$ cat src/rtl/timer_pkg.sv
// rtl/timer_pkg.sv - shared types and constants for the mm:ss countdown timer
package timer_pkg;

  typedef enum logic [1:0] {
    IDLE,
    RUN,
    PAUSE,
    DONE
  } state_t;

  typedef logic [3:0] digit_t;

  localparam digit_t DIGIT_MAX = 4'd9;
  localparam digit_t SEC_T_MAX = 4'd5;

endpackage

$ cat src/rtl/bcd_digit_down.sv
// rtl/bcd_digit_down.sv - one BCD down-counting digit with clamped load and borrow chain
module bcd_digit_down
  import timer_pkg::*;
#(
  parameter digit_t MAX = DIGIT_MAX
) (
  input  logic   clk,
  input  logic   rst,
  input  logic   load,
  input  digit_t load_val,
  input  logic   borrow_in,
  output digit_t digit,
  output logic   borrow_out
);

  // Out-of-range preset digits saturate to the digit's maximum.
  digit_t clamped;
  assign clamped    = (load_val > MAX) ? MAX : load_val;
  assign borrow_out = borrow_in && (digit == 4'd0);

  always_ff @(posedge clk or posedge rst) begin
    if (rst) begin
      digit <= 4'd0;
    end else if (load) begin
      digit <= clamped;
    end else if (borrow_in) begin
      digit <= (digit == 4'd0) ? MAX : digit - 4'd1;
    end
  end

endmodule

$ cat src/rtl/timer_countdown.sv
// rtl/timer_countdown.sv - four-digit BCD mm:ss countdown with 1 s prescaler and run/pause FSM
module timer_countdown
  import timer_pkg::*;
#(
  parameter int TICK_DIV = 100_000_000
) (
  input  logic   clk,
  input  logic   rst,
  input  logic   load,
  input  logic   start,
  input  logic   pause,
  input  digit_t set_min_t,
  input  digit_t set_min_u,
  input  digit_t set_sec_t,
  input  digit_t set_sec_u,
  output digit_t min_t,
  output digit_t min_u,
  output digit_t sec_t,
  output digit_t sec_u,
  output logic   running,
  output logic   tick,
  output logic   done
);

  localparam int PW = $clog2(TICK_DIV);
  localparam logic [PW-1:0] LAST = PW'(TICK_DIV - 1);

  state_t        state;
  logic [PW-1:0] presc;
  logic          is_zero;
  logic          is_one;
  logic          advance;
  logic          wrap;
  logic          b_su;
  logic          b_st;
  logic          b_mu;
  logic          b_mt;

  assign is_zero = ({min_t, min_u, sec_t, sec_u} == 16'h0000);
  assign is_one  = ({min_t, min_u, sec_t, sec_u} == 16'h0001);

  // The resume edge counts as a running cycle, returning the one the pause edge froze.
  assign advance = !load && ((state == RUN && !pause) || (state == PAUSE && start));
  assign wrap    = advance && (presc == LAST);

  always_ff @(posedge clk or posedge rst) begin
    if (rst) begin
      state   <= IDLE;
      presc   <= '0;
      running <= 1'b0;
      tick    <= 1'b0;
      done    <= 1'b0;
    end else begin
      tick <= 1'b0;
      done <= 1'b0;
      if (load) begin
        state   <= IDLE;
        presc   <= '0;
        running <= 1'b0;
      end else if (state == IDLE && start && !is_zero) begin
        state   <= RUN;
        running <= 1'b1;
      end else if (state == RUN && pause) begin
        state   <= PAUSE;
        running <= 1'b0;
      end else if (advance) begin
        state   <= RUN;
        running <= 1'b1;
        if (wrap) begin
          presc <= '0;
          tick  <= 1'b1;
          if (is_one) begin
            state   <= DONE;
            running <= 1'b0;
            done    <= 1'b1;
          end
        end else begin
          presc <= presc + 1'b1;
        end
      end
    end
  end

  bcd_digit_down #(.MAX(DIGIT_MAX)) u_sec_u (
    .clk(clk), .rst(rst), .load(load), .load_val(set_sec_u),
    .borrow_in(wrap), .digit(sec_u), .borrow_out(b_su)
  );

  bcd_digit_down #(.MAX(SEC_T_MAX)) u_sec_t (
    .clk(clk), .rst(rst), .load(load), .load_val(set_sec_t),
    .borrow_in(b_su), .digit(sec_t), .borrow_out(b_st)
  );

  bcd_digit_down #(.MAX(DIGIT_MAX)) u_min_u (
    .clk(clk), .rst(rst), .load(load), .load_val(set_min_u),
    .borrow_in(b_st), .digit(min_u), .borrow_out(b_mu)
  );

  // 00:00 is never decremented, so min_t never needs to wrap; its borrow is unused.
  bcd_digit_down #(.MAX(DIGIT_MAX)) u_min_t (
    .clk(clk), .rst(rst), .load(load), .load_val(set_min_t),
    .borrow_in(b_mu), .digit(min_t), .borrow_out(b_mt)
  );

  logic unused_ok;
  assign unused_ok = b_mt;

endmodule

$ cat config.mk
export PLATFORM = sky130hd
export DESIGN_NAME = timer_countdown
export DESIGN_NICKNAME = d
export VERILOG_FILES = /design/src/rtl/timer_pkg.sv /design/src/rtl/bcd_digit_down.sv /design/src/rtl/timer_countdown.sv
export SDC_FILE = /design/constraint.sdc
export NUM_CORES = 1
export LEC_CHECK = 0
export ABC_AREA = 1
export CAP_MARGIN = 0
export CORE_ASPECT_RATIO = 1.2
export CORE_MARGIN = 5
export CORE_UTILIZATION = 60
export CTS_BUF_LIST = sky130_fd_sc_hd__clkbuf_16
export DETAILED_ROUTE_END_ITERATION = 16
export PLACE_DENSITY_LB_ADDON = 0.25
export RECOVER_POWER = 25
export SLEW_MARGIN = 30
export SYNTH_ARGS = -nofsm -noshare
export SYNTH_HDL_FRONTEND = slang
export SYNTH_SLANG_ARGS = --single-unit
export TNS_END_PERCENT = 5
$ cat constraint.sdc
create_clock -name clk -period 3.7 [get_ports clk]
set_input_delay 0.925 -clock clk [delete_from_list [all_inputs] [get_ports clk]]
set_output_delay 0.925 -clock clk [all_outputs]
set_load 0.02 [all_outputs]
==> results of run 1 <==
worst min-delay path: cells and delay by family (launching register included):
family | cells | cell delay, ns
DFF | 1 | 0.36
AOI/OAI and AO/OA | 1 | 0.07
and+or+nand+nor | 1 | 0.05
sequential cells by signal (all words and copies together), names as in the netlist:
register       flops
presc             27
tick               1
done               1
u_sec_u.digit      4
u_sec_t.digit      4
u_min_u.digit      4
u_min_t.digit      4
running            1
state              2
layout by cell type, fill, tap and decap left out, types with 5 or more instances in the layout:
cell type        Yosys  routed
o21ai_0             18      18
clkbuf_16            0       5
clkdlybuf4s50_1      0      38
a21oi_1             12      12
xor2_1               8       8
dfrtp_1             48      48
nand3_1             36      36
o21ai_1              6       6
nand2_1            111     111
nor2_1              79      79
inv_1               46      46
nor3_1              13      13
nand4_1             16      16
synthesized netlist by cell type (2+ instances only):
master / count
a21boi_0: 2
a21oi_1: 12
a22o_1: 2
and3_1: 2
buf_12: 2
buf_2: 5
buf_4: 3
dfrtp_1: 48
inv_1: 46
inv_2: 4
nand2_1: 111
nand2_2: 4
nand2_4: 2
nand3_1: 36
nand4_1: 16
nor2_1: 79
nor2_2: 3
nor3_1: 13
nor3b_1: 3
o21ai_0: 18
o21ai_1: 6
or2_2: 3
xnor2_1: 2
xor2_1: 8
metal layers:
metal,wire length (um),up-vias
met3,372,25
met1,3110,1451
met5,0,-
li1,-,1529
met4,255,0
met2,3940,125
stage by stage:
stage	total power [uW]	util	area [um2]	instances
finish	1550	0.733	3670	547
global route	1650	0.733	3670	547
CTS	1570	0.733	3670	547
detailed placement	1120	0.705	3530	539
global placement	1110	0.705	3530	539
floorplan	938	-	3140	449
final timing paths:
kind	start	to	slack (ns)	depth (start not counted)
max	load	presc[12]	0.86	7
min	running	running	0.51	2
max reg2reg	presc[0]	u_min_t.digit[0]	1.79	10
min reg2reg	running	running	0.51	2
max in group asynchronous	rst	presc[16]	0.96	2
min in group asynchronous	rst	u_sec_t.digit[1]	1.67	2
cell families after synthesis:
group,after synthesis
and+or+nand+nor,279
buffers and inverters,62
AOI/OAI and AO/OA,49
DFF,48
xor gates and xnor gates,10
adders and majority gates,1
power groups by stage:
stage	Sequential (uW)	Combinational, uW	Clock (uW)
floorplan	702	236	0
global placement	651	457	0
detailed placement	651	472	0
CTS	643	476	447
global route	654	524	468
finish	645	472	436
area by class of cell:
cell class,count,area share
well taps,60,0.0205
multi-input cells,339,0.451
clock inverters,3,0.00375
repair buffers,42,0.113
inverters,50,0.0511
flip-flops and latches,48,0.327
clock buffers,5,0.0341
==> impl_results.md, run 1 <==
* Gate power share at 0.304
* Largest cells by area after synthesis: dfrtp_1, nand2_1, nor2_1
* DR pass1 iterations at 5
* Post-synthesis instance total at 449
* Vias at 3130
* Internal Power at 1020 uW
* CTS tree: yes
* First-pass GRT wire length at 13400 um
* Post-synth EDFFs at 0
* Fmax at 352 MHz
* HP Class: flip-flop to flip-flop
* Leakage Power at 0.00164 uW
* Layout cells sized above 1 at 0.0698
* Compound-Gate Fraction of Synth Area at 0.0937
* Register clock-pin slew on the reported worst setup and hold paths at 0.06 ns
* Nets at 508
* # fillers at 403
* Final min period at 2.84 ns
* Critical path's largest stage delay at 0.81 ns
* Largest net degree at the start of global routing at 49
* Critical path class: input port to flip-flop
* Cell repeated most along the worst path: nand2_1
* Distinct cell type count after synthesis at 43
* Worst setup EP type: flip-flop
* # setup viols final at 0
* Switching part of the total at 0.342
* Sequential area share after synthesis at 0.383
* Setup TNS at 0 ns
* Power density over cell area at 423 nW/um2
* Core area at 5010 um2
* Number of gates resized after CTS at 0
* Postcts setup bufs at 0
* Remaining global-route overflow at 0
* Clock latency on the worst-skew pair at 0.29 ns
* H-tree Lvls at 2
* Worst Skew at 0.00774 ns
* Placement Rows at 28
* Number of port buffers at 39
* Share of the synthesized area in the top cell type at 0.383
* Number of global-route vias before repair at 3131
* Clock Sink Count at 48
* Residual DRC at 0
* Psw at 532 uW
* Die Y at 89.2 um
* Hold Vio Cnt, Final at 0
* Crit start category: input port
* Slew Limit Fails at 49
* I/O pin total at 40
* Grt met2 use at 0.445
* Crit Path Max Fanout at 31
* Avg Synthesized Cell Area at 6.99 um2
* Routing usage on met1 at 0.267
* Synth Area in Simple Gates at 0.402
* GRT Total Usage at 0.241
* Final setup margin at 0.862 ns
* Ys Warns at 0
* Slowest-stage cell, CP: clkdlybuf4s50_1
* Routed WL at 7680 um
* Die area at 6780 um2
* Post-DR vias/cell at 5.72
* Total of max-cap violations at 1
* Per-cell routed wire length at 14.0 um
* Hold buffer count at cts at 0
* Worst Path Buf+Inv at 3
* Seq pwr share at 0.415
* Root cell of the clock tree: clkbuf_16
* Pre-CTS setup slack at 0.610 ns
* #FFs+latches synth at 48
* Worst hold slack at 0.515 ns
* Total CTS buffers at 5
* Failing checks: max-capacitance violations, max-slew violations
* Tcrit/Tclk final at 0.767
* WP data required at 3.90 ns
* Sequential Area at 1200 um2
* Clock share of power at 0.281
* Relative slew margins at -0.228
* Antenna violations before repair at 0
* Largest area contributor in the netlist: dfrtp_1
* Antenna viol nets, final at 0
* P&R area growth vs syn at 16.9%
* Synth Net Count at 471
* Main combinational cell family by area after synthesis: simple AND/OR/NAND/NOR gates
* Post-synthesis adder-cell area fraction at 0.00399
* Most used routing layer: met2
* Top_reg_cell synth: dfrtp_1
* Outcome: finished, violations left
* CP cell instances: clkdlybuf4s50_1 -> inv_1 -> nand2_1 -> buf_4 -> nand2_1 -> o21ai_0 -> nor3b_1
* CTS max path bufs at 2
* GP Congestion at 0.962
* Die Wd at 76.0 um
* VDD IR max at 0.404 mV
* Worst slew pin tran at 1.84 ns
* RSZ-0062 raised after global routing: no
* N_diodes at 0
* Area occupied by multi-input gates at 1650 um2
* Netlist Area Pre-Place at 3140 um2
* Mux cell area share after synthesis at 0
* XOR/XNOR share of the synthesized area at 0.0279
* CP delay by family, top: buffers and inverters
* Dpl hpwl at 5590 um
* Grt met3 use at 0.0393
* Arr. time, crit path at 3.04 ns
* Detailed Route Iter0 Violations at 315
* Async set-reset flop share out of synthesis at 1.00
* Initial Util at 0.626
Power figures use the tool's default switching activity.
==> run 2: changes to the inputs <==
- CORE_UTILIZATION: 60 -> 50
- clock period: 3.7 -> 2.41 ns (I/O delays scaled with it)
==> run 2 against run 1 <==
The flow now finishes without violations. Sequential power up 54%. First-iteration DRC count down 45%. Global-route usage down 3.0 points. Cell area up 2.0%. Wire length down 0.95%. Via count down 3.5%. Combinational power up 54%. Hold slack worse by 0.012 ns. Largest power group unchanged.
==> impl_results.md, run 2 (synthesis gave the netlist of run 1 again) <==
* Detailed Route Iter0 Violations at 173 (-45%)
* GRT Total Usage at 0.211 (-0.0301)
* Postcts setup bufs at 0 (unchanged)
* Crit start category: flip-flop
* Antenna violations before repair at 0 (unchanged)
* Critical path's largest stage delay at 0.66 ns (-0.15 ns)
* Commonest non-fill, non-tap cell in the layout: nand2_1
* Fmax at 504 MHz
* H-tree Lvls at 2 (unchanged)
* Clock Sink Count at 48 (unchanged)
* Dpl hpwl at 5690 um (+1.7%)
* Die Y at 96.8 um (+8.5%)
* Placement Rows at 31 (+11%)
* Largest net degree at the start of global routing at 49 (unchanged)
* Total of max-cap violations at 0 (-1)
* Post-DR vias/cell at 5.24 (-8.4%)
* Root cell of the clock tree: clkbuf_16
* I/O pin total at 40 (unchanged)
* Routed WL at 7610 um (-0.95%)
* Hold buffer count at cts at 0 (unchanged)
* Residual DRC at 0 (unchanged)
* HP Class: flip-flop to flip-flop
* First-pass GRT wire length at 13500 um (+0.25%)
* Worst Skew at 0.00637 ns (-0.00137 ns)
* Total power draw at 2380 uW (+53%)
* Setup TNS at 0 ns (unchanged)
* RR Startpoint: presc[0]
* Nets at 515 (+1.4%)
* RSZ-0062 raised after global routing: no
* Antenna viol nets, final at 0 (unchanged)
* CP Launch Point: u_sec_u.digit[0]
* CTS max path bufs at 2 (unchanged)
* Reg with most FFs: presc
* Per-cell routed wire length at 13.2 um (-5.9%)
* Worst setup EP type: primary output
* Layout cells sized above 1 at 0.0789 (+0.00913)
* N_diodes at 0 (unchanged)
* Crit Path Max Fanout at 6 (-81%)
* Largest register FFs at 27 (unchanged)
* Design area at 3740 um2 (+2.0%)
* Total CTS buffers at 5 (unchanged)
* Die area at 7970 um2 (+17%)
* Power density over cell area at 635 nW/um2 (+50%)
* P&R area growth vs syn at 19.3%
* # fillers at 588 (+46%)
* # setup viols final at 0 (unchanged)
* Hold Vio Cnt, Final at 0 (unchanged)
* Post-Place Cell Area at 3620 um2 (+2.5%)
* GP Congestion at 0.855 (-11%)
* Hold path start: running
* Outcome: finished clean
* Register clock-pin slew on the reported worst setup and hold paths at 0.06 ns (about the same)
* Core area at 6090 um2 (+22%)
* Final min period at 1.98 ns
* Number of gates resized after CTS at 0 (unchanged)
* Tcrit/Tclk final at 0.823
* DR pass1 iterations at 4 (-1)
* Worst slew pin tran at 1.20 ns (-0.639 ns)
* Remaining global-route overflow at 0 (unchanged)
* Critical path class: flip-flop to primary output
* Clock latency on the worst-skew pair at 0.29 ns (about the same)
* VDD IR max at 0.487 mV (+21%)
* Arr. time, crit path at 1.38 ns (-1.66 ns)
* Slew Limit Fails at 0 (-100%)
* WP data required at 1.81 ns (-2.09 ns)
* Vias at 3020 (-3.5%)
* Number of global-route vias before repair at 3055 (-2.4%)
* CP cell instances: clkdlybuf4s50_1
* Initial Util at 0.515 (-0.111)
* CP delay by family, top: buffers and inverters
* CTS tree: yes
* Relative slew margins at 0.200 (+0.428)
* Commonest non-fill, non-tap cells in the layout: nand2_1, nor2_1, dfrtp_1
* Number of port buffers at 39 (unchanged)
* Die Wd at 82.3 um (+8.3%)
* Worst Path Buf+Inv at 1 (-2)
* Leakage Power at 0.00167 uW (+2.0%)
* Slowest-stage cell, CP: clkdlybuf4s50_1
run 2: area by class of cell:
class,count,area [um2],area share
tap,82,103,0.0274
inverter,50,188,0.0501
clock inverter,3,11.3,0.00301
clock buffer,5,125,0.0334
sequential,48,1200,0.321
timing repair buffer,49,463,0.124
multi-input combinational,339,1650,0.442
run 2: through the flow:
step,worst slack [ns],util,instances,hold slack (ns)
after floorplan,0.663,-,449,0.488
after global placement,0.180,0.595,568,0.491
after detailed placement,0.144,0.595,568,0.491
after CTS,0.410,0.617,576,0.506
after global routing,0.226,0.615,576,0.534
final,0.427,0.615,576,0.503
run 2: report_power, final:
| part | switching [uW] | total, uW | internal, uW |
|---|---|---|---|
| clock network | 282 | 656 | 374 |
| registers | 99.6 | 992 | 892 |
| logic | 418 | 729 | 311 |
run 2: path summary, 6_finish.rpt:
kind / end / slack, ns / cells past startpoint
max in group asynchronous: presc[21] / 0.52 / 3
hold / removal: running / 0.50 / 2
min in group asynchronous: u_sec_t.digit[1] / 1.14 / 3
setup reg to reg: u_min_t.digit[3] / 0.56 / 10
setup / recovery: sec_u[0] / 0.43 / 1
hold reg to reg: running / 0.50 / 2
run 2: layer usage:
metal	part of all wire	GRT usage
met4	0.021	0.0716
met1	0.43	0.250
met3	0.044	0.0335
met2	0.51	0.372
met5	0	0
